===== config.mk =====
export PLATFORM = sky130hd
export DESIGN_NAME = cim_compute_row
export DESIGN_NICKNAME = d
export VERILOG_FILES = /design/src/rtl/cim_pkg.sv /design/src/rtl/cim_lane.sv /design/src/rtl/cim_compute_row.sv
export SDC_FILE = /design/constraint.sdc
export NUM_CORES = 1
export LEC_CHECK = 0
export CAP_MARGIN = 20
export CORE_MARGIN = 2
export CORE_UTILIZATION = 35
export CTS_CLUSTER_DIAMETER = 80
export DETAILED_ROUTE_END_ITERATION = 16
export SYNTH_ARGS = -nofsm -noshare
export SYNTH_HDL_FRONTEND = slang
export SYNTH_HIERARCHICAL = 1
export SYNTH_SLANG_ARGS = --single-unit

===== constraint.sdc =====
create_clock -name clk -period 2.75 [get_ports clk]
set_clock_uncertainty 0.1 [all_clocks]
set_input_delay 0.55 -clock clk [delete_from_list [all_inputs] [get_ports clk]]
set_output_delay 0.55 -clock clk [all_outputs]
set_load 0.02 [all_outputs]

===== src/rtl/cim_pkg.sv =====
// Shared definitions for the compute-in-memory row: op codes, FSM states
// and a small op classification helper.
package cim_pkg;

  typedef enum logic [2:0] {
    OP_NOT   = 3'd0,
    OP_AND   = 3'd1,
    OP_NOR   = 3'd2,
    OP_XOR   = 3'd3,
    OP_ADD   = 3'd4,
    OP_ADDC  = 3'd5,
    OP_SHIFT = 3'd6,
    OP_RSVD  = 3'd7
  } op_e;

  typedef enum logic [1:0] {
    ST_IDLE = 2'd0,
    ST_RUN  = 2'd1,
    ST_DONE = 2'd2
  } state_e;

  // Ops that use and update the per-lane carry register.
  function automatic logic is_arith(input op_e op);
    return (op == OP_ADD) || (op == OP_ADDC);
  endfunction

endpackage


===== src/rtl/cim_lane.sv =====
// One bit-line compute lane: op mux, bit-serial carry register and
// registered write-back bit.
module cim_lane
  import cim_pkg::*;
(
  input  logic clk,
  input  logic rst_n,
  input  op_e  op,
  input  logic carry_load,
  input  logic carry_init,
  input  logic beat,
  input  logic anded,
  input  logic nored,
  input  logic xored,
  input  logic shift_bit,
  output logic wb_bit,
  output logic carry
);

  logic carry_q, carry_d;
  logic wb_q, wb_d;
  logic res;

  // Select the per-lane result for the current op.
  always_comb begin
    res = ~anded;
    case (op)
      OP_NOT:   res = ~anded;
      OP_AND:   res = anded;
      OP_NOR:   res = nored;
      OP_XOR:   res = xored;
      OP_ADD:   res = xored ^ carry_q;
      OP_ADDC:  res = xored ^ carry_q;
      OP_SHIFT: res = shift_bit;
      OP_RSVD:  res = ~anded;
      default:  res = ~anded;
    endcase
  end

  // Next carry and write-back: carry seeds on start, steps only on arithmetic beats.
  always_comb begin
    carry_d = carry_q;
    wb_d    = wb_q;
    if (carry_load) begin
      carry_d = carry_init;
    end else if (beat && is_arith(op)) begin
      carry_d = anded | (xored & carry_q);
    end
    if (beat) begin
      wb_d = res;
    end
  end

  // Lane state registers.
  always_ff @(posedge clk or negedge rst_n) begin
    if (!rst_n) begin
      carry_q <= 1'b0;
      wb_q    <= 1'b0;
    end else begin
      carry_q <= carry_d;
      wb_q    <= wb_d;
    end
  end

  assign wb_bit = wb_q;
  assign carry  = carry_q;

endmodule


===== src/rtl/cim_compute_row.sv =====
// Compute-in-memory row controller: accepts an op, consumes nbits sensed
// bit-line beats and produces one registered write-back beat per input beat.
module cim_compute_row
  import cim_pkg::*;
#(
  parameter int unsigned LANES   = 8,
  parameter int unsigned MAXBITS = 16,
  localparam int unsigned CW     = $clog2(MAXBITS + 1)
) (
  input  logic             clk,
  input  logic             rst_n,
  input  logic             start,
  input  logic [2:0]       op,
  input  logic [CW-1:0]    nbits,
  input  logic             bl_valid,
  input  logic [LANES-1:0] anded,
  input  logic [LANES-1:0] nored,
  input  logic [LANES-1:0] xored,
  input  logic             shift_in,
  output logic             wb_valid,
  output logic [LANES-1:0] wb_data,
  output logic [LANES-1:0] carry_out,
  output logic             busy,
  output logic             done
);

  state_e        state_q, state_d;
  op_e           op_q, op_d;
  logic [CW-1:0] nbits_q, nbits_d;
  logic [CW-1:0] cnt_q, cnt_d;
  logic          wb_valid_q, wb_valid_d;

  logic          start_acc;
  logic          beat;
  logic          carry_load;
  logic          carry_init;
  logic [CW-1:0] nbits_sat;

  assign start_acc  = (state_q == ST_IDLE) && start;
  assign beat       = (state_q == ST_RUN) && bl_valid;
  assign carry_load = start_acc && is_arith(op_e'(op));
  assign carry_init = (op_e'(op) == OP_ADDC);
  assign nbits_sat  = (nbits > CW'(MAXBITS)) ? CW'(MAXBITS) : nbits;

  // Next-state, operand capture and beat counting.
  always_comb begin
    state_d    = state_q;
    op_d       = op_q;
    nbits_d    = nbits_q;
    cnt_d      = cnt_q;
    wb_valid_d = 1'b0;
    case (state_q)
      ST_IDLE: begin
        if (start) begin
          op_d    = op_e'(op);
          nbits_d = nbits_sat;
          cnt_d   = '0;
          state_d = (nbits_sat == '0) ? ST_DONE : ST_RUN;
        end
      end
      ST_RUN: begin
        if (bl_valid) begin
          wb_valid_d = 1'b1;
          if (cnt_q != nbits_q) begin
            cnt_d = cnt_q + CW'(1);
          end
          if ((cnt_q + CW'(1)) == nbits_q) begin
            state_d = ST_DONE;
          end
        end
      end
      ST_DONE: begin
        state_d = ST_IDLE;
      end
      default: begin
        state_d = ST_IDLE;
      end
    endcase
  end

  // Controller registers.
  always_ff @(posedge clk or negedge rst_n) begin
    if (!rst_n) begin
      state_q    <= ST_IDLE;
      op_q       <= OP_NOT;
      nbits_q    <= '0;
      cnt_q      <= '0;
      wb_valid_q <= 1'b0;
    end else begin
      state_q    <= state_d;
      op_q       <= op_d;
      nbits_q    <= nbits_d;
      cnt_q      <= cnt_d;
      wb_valid_q <= wb_valid_d;
    end
  end

  // Lane 0 shifts in from shift_in; lane i takes anded[i-1].
  for (genvar i = 0; i < LANES; i++) begin : g_lane
    logic shift_bit;
    if (i == 0) begin : g_first
      assign shift_bit = shift_in;
    end else begin : g_rest
      assign shift_bit = anded[i-1];
    end

    cim_lane u_lane (
      .clk        (clk),
      .rst_n      (rst_n),
      .op         (op_q),
      .carry_load (carry_load),
      .carry_init (carry_init),
      .beat       (beat),
      .anded      (anded[i]),
      .nored      (nored[i]),
      .xored      (xored[i]),
      .shift_bit  (shift_bit),
      .wb_bit     (wb_data[i]),
      .carry      (carry_out[i])
    );
  end

  assign wb_valid = wb_valid_q;
  assign busy     = (state_q != ST_IDLE);
  assign done     = (state_q == ST_DONE);

endmodule

After elaboration in Yosys (flattened, before gate mapping)
Index checks and enable logic that the tools add are counted.

Output and inout port bits: 19. Logic and storage cells: 125. Register bits after elaboration: 32.

Reduce and logical (&&, ||, !) cells: 17. Order comparisons: 1. Add/subtract/negate cells: 1. Mux-type cells: 36. Equality and inequality tests: 17. Bitwise gates (word level): 32.

Operators with widths (count): $pmux 1 s6 (8); $mux 5 (4); $eq 3x3->1 const B (6); $mux 1 (18); $pmux 5 s2 (1); $and 1x1->1 (8); $mux 2 (4); $not 1->1 (8); $or 1x1->1 (8); $xor 1x1->1 (8); $eq 3x2->1 const B (2); $reduce_bool 2->1 (3); $add 5x1->5 const B (1); $eq 5x5->1 (1); $gt 5x5->1 const B (1); $logic_not 5->1 (1); $ne 5x5->1 (1); $logic_and 1x1->1 (4); $ne 2x1->1 const B (2); $ne 2x2->1 const B (2); $pmux 2 s2 (1); $reduce_and 4->1 (1); $reduce_or 2->1 (2); $eq 3x1->1 const B (1); other kinds (7) (8).

Depth between registers and ports, before layout
Gate-level depths: netlist (run 1).

Depth after elaboration: 6. Depth in mapped cells: 7. Mapped depth without buffers: 6.

Cells and area by module
Netlist (run 1), hierarchy kept.

Modules (own cells, without submodules): cim_lane (cells an instance 21, instances 8, area each 172.7 um^2); cim_compute_row (cells an instance 87, instances 1, area each 878.3 um^2).

Least setup slack after synthesis (run 1)
Ideal clock, no wire load.

Kind: reg2reg. From: register state_q[0]. To: register g_lane[0].u_lane.carry_q. Cell stages (with the launch flop): 7. Buffers on the path: 2. Data arrival time: 1972 ps. Period minus slack after synthesis: 2242 ps. Slack: 508 ps. Cell sequence: dfrtp_1 buf_6 nor2_1 nand2_1 clkbuf_1 nor3b_1 o21ai_0.

Word-level cells in the longest chain between the ends: 4. Elaborated cells on any way between the ends: 8. Classes of those cells: eq/ne: 1; mux: 1; reduce/logical: 6.

Ends and longest elaborated chain: from (decl) (RTL line cim_compute_row.sv:27) `state_e state_q, state_d;`; from (signal assigned) (RTL line cim_compute_row.sv:90) `state_q <= state_d;`; $logic_not 2->1 * (RTL line cim_compute_row.sv:39) `assign start_acc = (state_q == ST_IDLE) && start;`; $logic_and 1x1->1 * (RTL line cim_compute_row.sv:39); $logic_and 1x1->1 * (RTL line cim_compute_row.sv:41) `assign carry_load = start_acc && is_arith(op_e'(op));`; net carry_load (RTL line cim_compute_row.sv:35) `logic carry_load;`; $mux 1 or $reduce_bool 2->1 (tied branches); to (signal assigned) (RTL line cim_lane.sv:60) `carry_q <= carry_d;`; to (decl) (RTL line cim_lane.sv:20) `logic carry_q, carry_d;`.

The timed path passes the listed nets; every way through them passes the cells marked *. A chain may end at the register's enable or synchronous reset.

Worst setup path in the final report (run 1)
From: register state_q[1]. To: output port done.

Word-level cells in the longest chain between the ends: 1.

Ends and longest elaborated chain: $eq 2x2->1 (RTL line cim_compute_row.sv:125) `assign done = (state_q == ST_DONE);`; to (decl) (RTL line cim_compute_row.sv:24) `output logic done`.

No other way between the ends.

==> results of run 1 <==
-- cell families after synthesis --
group / Yosys count / share of synthesized area (%)
simple gates: 113 / 25.80
compound gates: 59 / 18.44
buf+inv: 12 / 2.325
xor+xnor: 17 / 6.589
flops: 32 / 35.44
fa+ha+maj: 9 / 4.983
mux: 13 / 6.423
-- path summary, 6_finish.rpt --
check / from / end
worst max-delay path: state_q[1] / done
max in group asynchronous: rst_n / nbits_q[1]
worst min-delay path: nbits_q[0] / nbits_q[0]
worst max register to register: cnt_q[0] / state_q[1]
worst min register to register: nbits_q[0] / nbits_q[0]
min in group asynchronous: rst_n / g_lane[5].u_lane/wb_bit
-- metrics by stage --
stage | hold WS, ns | total power, mW
floorplan | 0.1544 | 2.107
global placement | 0.3982 | 2.723
detailed placement | 0.4014 | 2.782
CTS | 0.4165 | 3.197
global route | 0.4471 | 3.454
finish | 0.4101 | 3.156
-- routing by layer --
layer	part of all wire, %	global-route usage (%)	wire, um	vias to the layer above
li1	-	-	-	1066
met1	48	22.17	2544	988
met2	47	26.55	2491	52
met3	4.6	3.343	243	2
met4	0.30	3.030	16	0
met5	0	0	0	-
-- worst max-delay path: stages (launching register included) --
cell	delay (ns)
dfrtp_1	0.45
inv_2	0.07
nor2_1	0.12
clkdlybuf4s50_1	0.62
-- final cells by class --
cell class,count,area (sq um)
inverter,10,37.54
multi-input combinational,211,1411
tap,77,96.34
fill,630,3233
timing repair buffer,64,638.1
clock buffer,7,96.34
sequential,32,800.8
-- synth_stat cells, drive strengths merged, types with 8 or more instances --
cell type and n:
mux2 12, and2 9, xor2 11, inv 10, ha 9, nand3b 9, dfrtp 32, a21oi 8
nor2 38, nand2 29, o21ai 24, or3 9, a32oi 8, a211oi 8, o2111a 8
-- state kept, by name, summed over array words and instances (netlist names) --
register	flops
g_lane.u_lane/carry	8
wb_valid	1
cnt_q	5
g_lane.u_lane/wb_bit	8
nbits_q	5
state_q	2
op_q	3
-- power groups by stage --
stage          logic, mW  registers [mW]  clock network, mW
2_1_floorplan       1.00            1.10                  0
3_3_place_gp        1.72            1.00                  0
3_5_place_dp        1.82           0.960                  0
4_1_cts             1.83           0.953              0.411
5_1_grt             2.02           0.998              0.434
6_report            1.81           0.946              0.397
==> impl_results.md, run 1 <==
- Global-route wire length before repair: 9515 um
- Die Span X: 84.35 um
- Min Tclk post-route: 2.182 ns
- Crit-path max FO: 4
- GRT overflow: 0
- Root Driver: clkbuf_8
- Post-CTS Setup Inserts: 0
- Final period util: 79.33%
- Layout cells sized above 1: 9.568%
- Initial antenna violation count: 0
- DIE AREA: 0.007115 sq mm
- Syn Nets: 301
- DR pass1 iterations: 4
- Ys flop type: dfrtp_1
- Clock Power Share: 12.6%
- Gate power share: 57.4%
- Final Core Density: 48.79%
- Post-Synthesis Cells: 255
- Post-CTS Hold Fix Bufs: 0
- Critical path arrival: 1.53 ns
- # diodes: 0
- Io pins: 56
- FFs w/ async S/R, synth: 100.0%
- CTS buffer count: 5
- DR vias: 2108
- Clock transition at path regs: 0.06 ns
- Clock sinks: 32
- RSZ-0062 raised after global routing: no
- Routed Antenna Nets: 0
- FF-to-FF path depth: 6
- TNS Setup: 0 ns
- Clock Latency Late Sink: 0.28 ns
- TritonCTS clock tree: built
- Distinct cells, synth: 36
- P per Cell Area: 1024 mW/mm^2
- Detailed Route WL: 5295 um
- All-layer global routing usage: 16.11%
- Number of synthesized flops with an enable pin: 0
- Int Power: 1.782 mW
- Dpl cells: 394
- Worst Setup End Kind: primary output
- Number of remaining DRC errors: 0
- Hold crit path type: flip-flop to flip-flop
- Final-report setup violation count: 0
- Post-Place Cell Area: 0.002984 sq mm
- Dpl hpwl: 3889 um
- Switching power: 1.373 mW
- Fin area: 0.003080 sq mm
- WP data required: 2.10 ns
- Syn Area/Cell: 8.861 sq um
- Synthesized area: 0.002260 sq mm
- Yosys top cell area share: 35.44%
- #FFs+latches synth: 32
- Vias per inst: 5.257
- Static leakage: 1.265 nW
- Final Hold Violating Endpoints: 0
- Row Count: 29
- Vias in the first global route: 2012
- Status: finished clean
- Hold Crit Depth: 2
- Drt initial violations: 125
- Commonest cells after routing, fill and taps aside: 55 x clkdlybuf4s50_1, 37 x nor2_1, 32 x dfrtp_1, 29 x nand2_1, 16 x o21ai_0
- Routability cong.: 0.7678
- Largest net degree at the start of global routing: 34
- Setup ws final: 0.5685 ns
- MaxCap Viol Count: 0
- R2r setup slk: 0.82 ns
- Max-slew headroom: 57.76%
- Initial Utilization: 35.79%
- DIE HEIGHT: 84.35 um
- Number of nets in the layout: 370
- Sequential share of the synthesized area: 35.44%
- Worst-margin pin slew: 0.6336 ns
- Crit path launch type: flip-flop
- Post-cts gate resize count: 0
- Slew Viols, Final: 0
- Post-synthesis cell type with the largest combined area: dfrtp_1
- Port bufs: 55
- Routed WL per cell: 13.20 um
- H-tree lvl count: 2
- CP Class: flip-flop to primary output
- Core ar.: 0.006314 sq mm
- P&R area growth vs syn: 36.32%
- YS warnings: 6
- Upper clock frequency limit: 458.4 MHz
- Max rail drop VDD: 0.0005988 V
- Commonest non-fill, non-tap cell in the layout: clkdlybuf4s50_1
- Sw frac: 43.52%
- Clock buffer depth: 2
- Seq pwr share: 30.0%
- Ranking of synthesized cells by area: dfrtp_1 35%, nor2_1 6.1%, mux2_1 6.0%
- Final non-filler cell total: 401
- Post-Place Setup Slack: 0.6145 ns
No activity file was read; power rests on OpenSTA's default activity.
==> inputs of run 2 (changes only) <==
Clock period 2.75 ns to 2.2 ns, I/O delays scaled along.
==> impl_results.md, run 2 (same netlist as run 1, synthesis figures left out) <==
- Status: finished clean (unchanged)
- Number of nets in the layout: 369 (was 370)
- TNS Setup: 0 ns (unchanged)
- Clock sinks: 32 (unchanged)
- Layout cells sized above 1: 9.288% (was 9.568%)
- Crit path launch type: flip-flop (unchanged)
- MaxCap Viol Count: 0 (unchanged)
- DIE AREA: 0.007115 sq mm (unchanged)
- Commonest non-fill, non-tap cell in the layout: clkdlybuf4s50_1 (unchanged)
- Slew Viols, Final: 0 (unchanged)
- Worst-margin pin slew: 0.5561 ns (was 0.6336 ns)
- Core ar.: 0.006314 sq mm (unchanged)
- Post-Place Cell Area: 0.002969 sq mm (was 0.002984 sq mm)
- Gate power share: 58.3% (was 57.4%)
- Worst Setup End Kind: primary output (unchanged)
- Max-slew headroom: 62.93% (was 57.76%)
- Static leakage: 1.255 nW (was 1.265 nW)
- Critical-path cell list: nor2_1, inv_1, clkdlybuf4s50_1 (was inv_2, nor2_1, clkdlybuf4s50_1)
- P&R area growth vs syn: 35.66% (was 36.32%)
- Sw frac: 43.84% (was 43.52%)
- Min Tclk post-route: 2.080 ns
- Final Hold Violating Endpoints: 0 (unchanged)
- Seq pwr share: 29.2% (was 30.0%)
- Slowest cell on crit path: clkdlybuf4s50_1 (unchanged)
- Critical path arrival: 1.54 ns (was 1.53 ns)
- Vias per inst: 5.148 (was 5.257)
- DIE HEIGHT: 84.35 um (unchanged)
- Root Driver: clkbuf_8 (unchanged)
- Post-CTS Hold Fix Bufs: 0 (unchanged)
- Detailed Route WL: 5416 um (was 5295 um)
- RSZ-0062 raised after global routing: no (unchanged)
- Vias in the first global route: 2067 (was 2012)
- # diodes: 0 (unchanged)
- Routed WL per cell: 13.54 um (was 13.20 um)
- DR vias: 2059 (was 2108)
- Die Span X: 84.35 um (unchanged)
- WP data required: 1.66 ns (was 2.10 ns)
- Switching power: 1.720 mW (was 1.373 mW)
- TritonCTS clock tree: built (unchanged)
- Routability cong.: 0.8012 (was 0.7678)
- Final-report setup violation count: 0 (unchanged)
- P per Cell Area: 1280 mW/mm^2 (was 1024 mW/mm^2)
- Commonest cells after routing, fill and taps aside: 55 x clkdlybuf4s50_1, 37 x nor2_1, 32 x dfrtp_1, 29 x nand2_1, 16 x o21ai_0 (unchanged)
- Post-cts gate resize count: 0 (unchanged)
- Global-route wire length before repair: 9515 um (unchanged)
- Clock buffer depth: 2 (unchanged)
- Fin area: 0.003065 sq mm (was 0.003080 sq mm)
- Initial Utilization: 35.79% (unchanged)
- CP Class: flip-flop to primary output (unchanged)
- Clock Latency Late Sink: 0.28 ns (about the same)
- Post-CTS Setup Inserts: 0 (unchanged)
- Int Power: 2.203 mW (was 1.782 mW)
- H-tree lvl count: 2 (unchanged)
- Row Count: 29 (unchanged)
- Fillers: 635 (was 630)
- DR pass1 iterations: 4 (unchanged)
- Clock transition at path regs: 0.06 ns (about the same)
- Clock Power Share: 12.6% (about the same)
- Upper clock frequency limit: 480.7 MHz
- Final period util: 94.56%
- Routed Antenna Nets: 0 (unchanged)
- Initial antenna violation count: 0 (unchanged)
- Hold crit path type: flip-flop to flip-flop (unchanged)
- Crit-path max cell delay: 0.60 ns (was 0.62 ns)
- Largest net degree at the start of global routing: 34 (unchanged)
- Io pins: 56 (unchanged)
- Crit-path max FO: 8 (was 4)
- Max rail drop VDD: 0.0007121 V (was 0.0005988 V)
- All-layer global routing usage: 16.38% (was 16.11%)
- Port bufs: 55 (unchanged)
- Number of remaining DRC errors: 0 (unchanged)
- Drt initial violations: 91 (was 125)
- Dpl hpwl: 3869 um (was 3889 um)
- CTS buffer count: 5 (unchanged)
- GRT overflow: 0 (unchanged)
run 2: path summary, 6_finish.rpt:
path,cells after the start,slack (ns),end,start
max reg2reg,6,0.21,state_q[1],cnt_q[0]
min in group asynchronous,2,0.46,nbits_q[4],rst_n
min,2,0.41,nbits_q[3],nbits_q[3]
max,3,0.12,busy,state_q[0]
min reg2reg,2,0.41,nbits_q[3],nbits_q[3]
max in group asynchronous,2,1.24,state_q[1],rst_n
run 2: final cells by class:
| class | instances | area [sq um] | area share, % |
|---|---|---|---|
| Inverter | 10 | 37.54 | 1.224 |
| Timing Repair Buffer | 63 | 623.1 | 20.33 |
| Clock buffer | 7 | 96.34 | 3.143 |
| Multi-Input combinational cell | 211 | 1411 | 46.04 |
| Tap cell | 77 | 96.34 | 3.143 |
| Sequential cell | 32 | 800.8 | 26.12 |
run 2: metal layers:
layer,vias to the layer above,part of all wire [%],global-route usage [%]
li1,1055,-,-
met1,955,45,20.58
met2,43,48,27.63
met3,6,5.3,4.720
met4,0,0.94,4.473
met5,-,0,0
run 2: through the flow:
stage,std cells,hold slack [ns],power [mW],setup slack [ns],util [%]
after floorplan,255,0.04441,2.635,0.1707,-
after global placement,393,0.3991,3.421,0.1998,47.03
after detailed placement,393,0.4048,3.460,0.1731,47.03
after CTS,400,0.4197,3.976,0.08880,48.55
after global routing,400,0.4465,4.281,0.01554,48.55
final,400,0.4149,3.923,0.1196,48.55
run 2: worst max-delay path: cells and delay by family (launching register included):
| family | cells | cell delay, ns |
|---|---|---|
| buf+inv | 2 | 0.68 |
| flops | 1 | 0.49 |
| simple gates | 1 | 0.09 |
run 2: power groups by stage:
stage	Combinational [mW]	Sequential [mW]	Clock [mW]
2_1_floorplan	1.25	1.38	0
3_3_place_gp	2.28	1.15	0
3_5_place_dp	2.30	1.16	0
4_1_cts	2.31	1.15	0.516
5_1_grt	2.55	1.19	0.536
6_report	2.29	1.14	0.493
==> inputs of run 3 (changes only) <==
Settings changed: CAP_MARGIN 20 to not set.
==> results of run 3 <==
Final layout, timing and power as in run 2 (identical DEF).
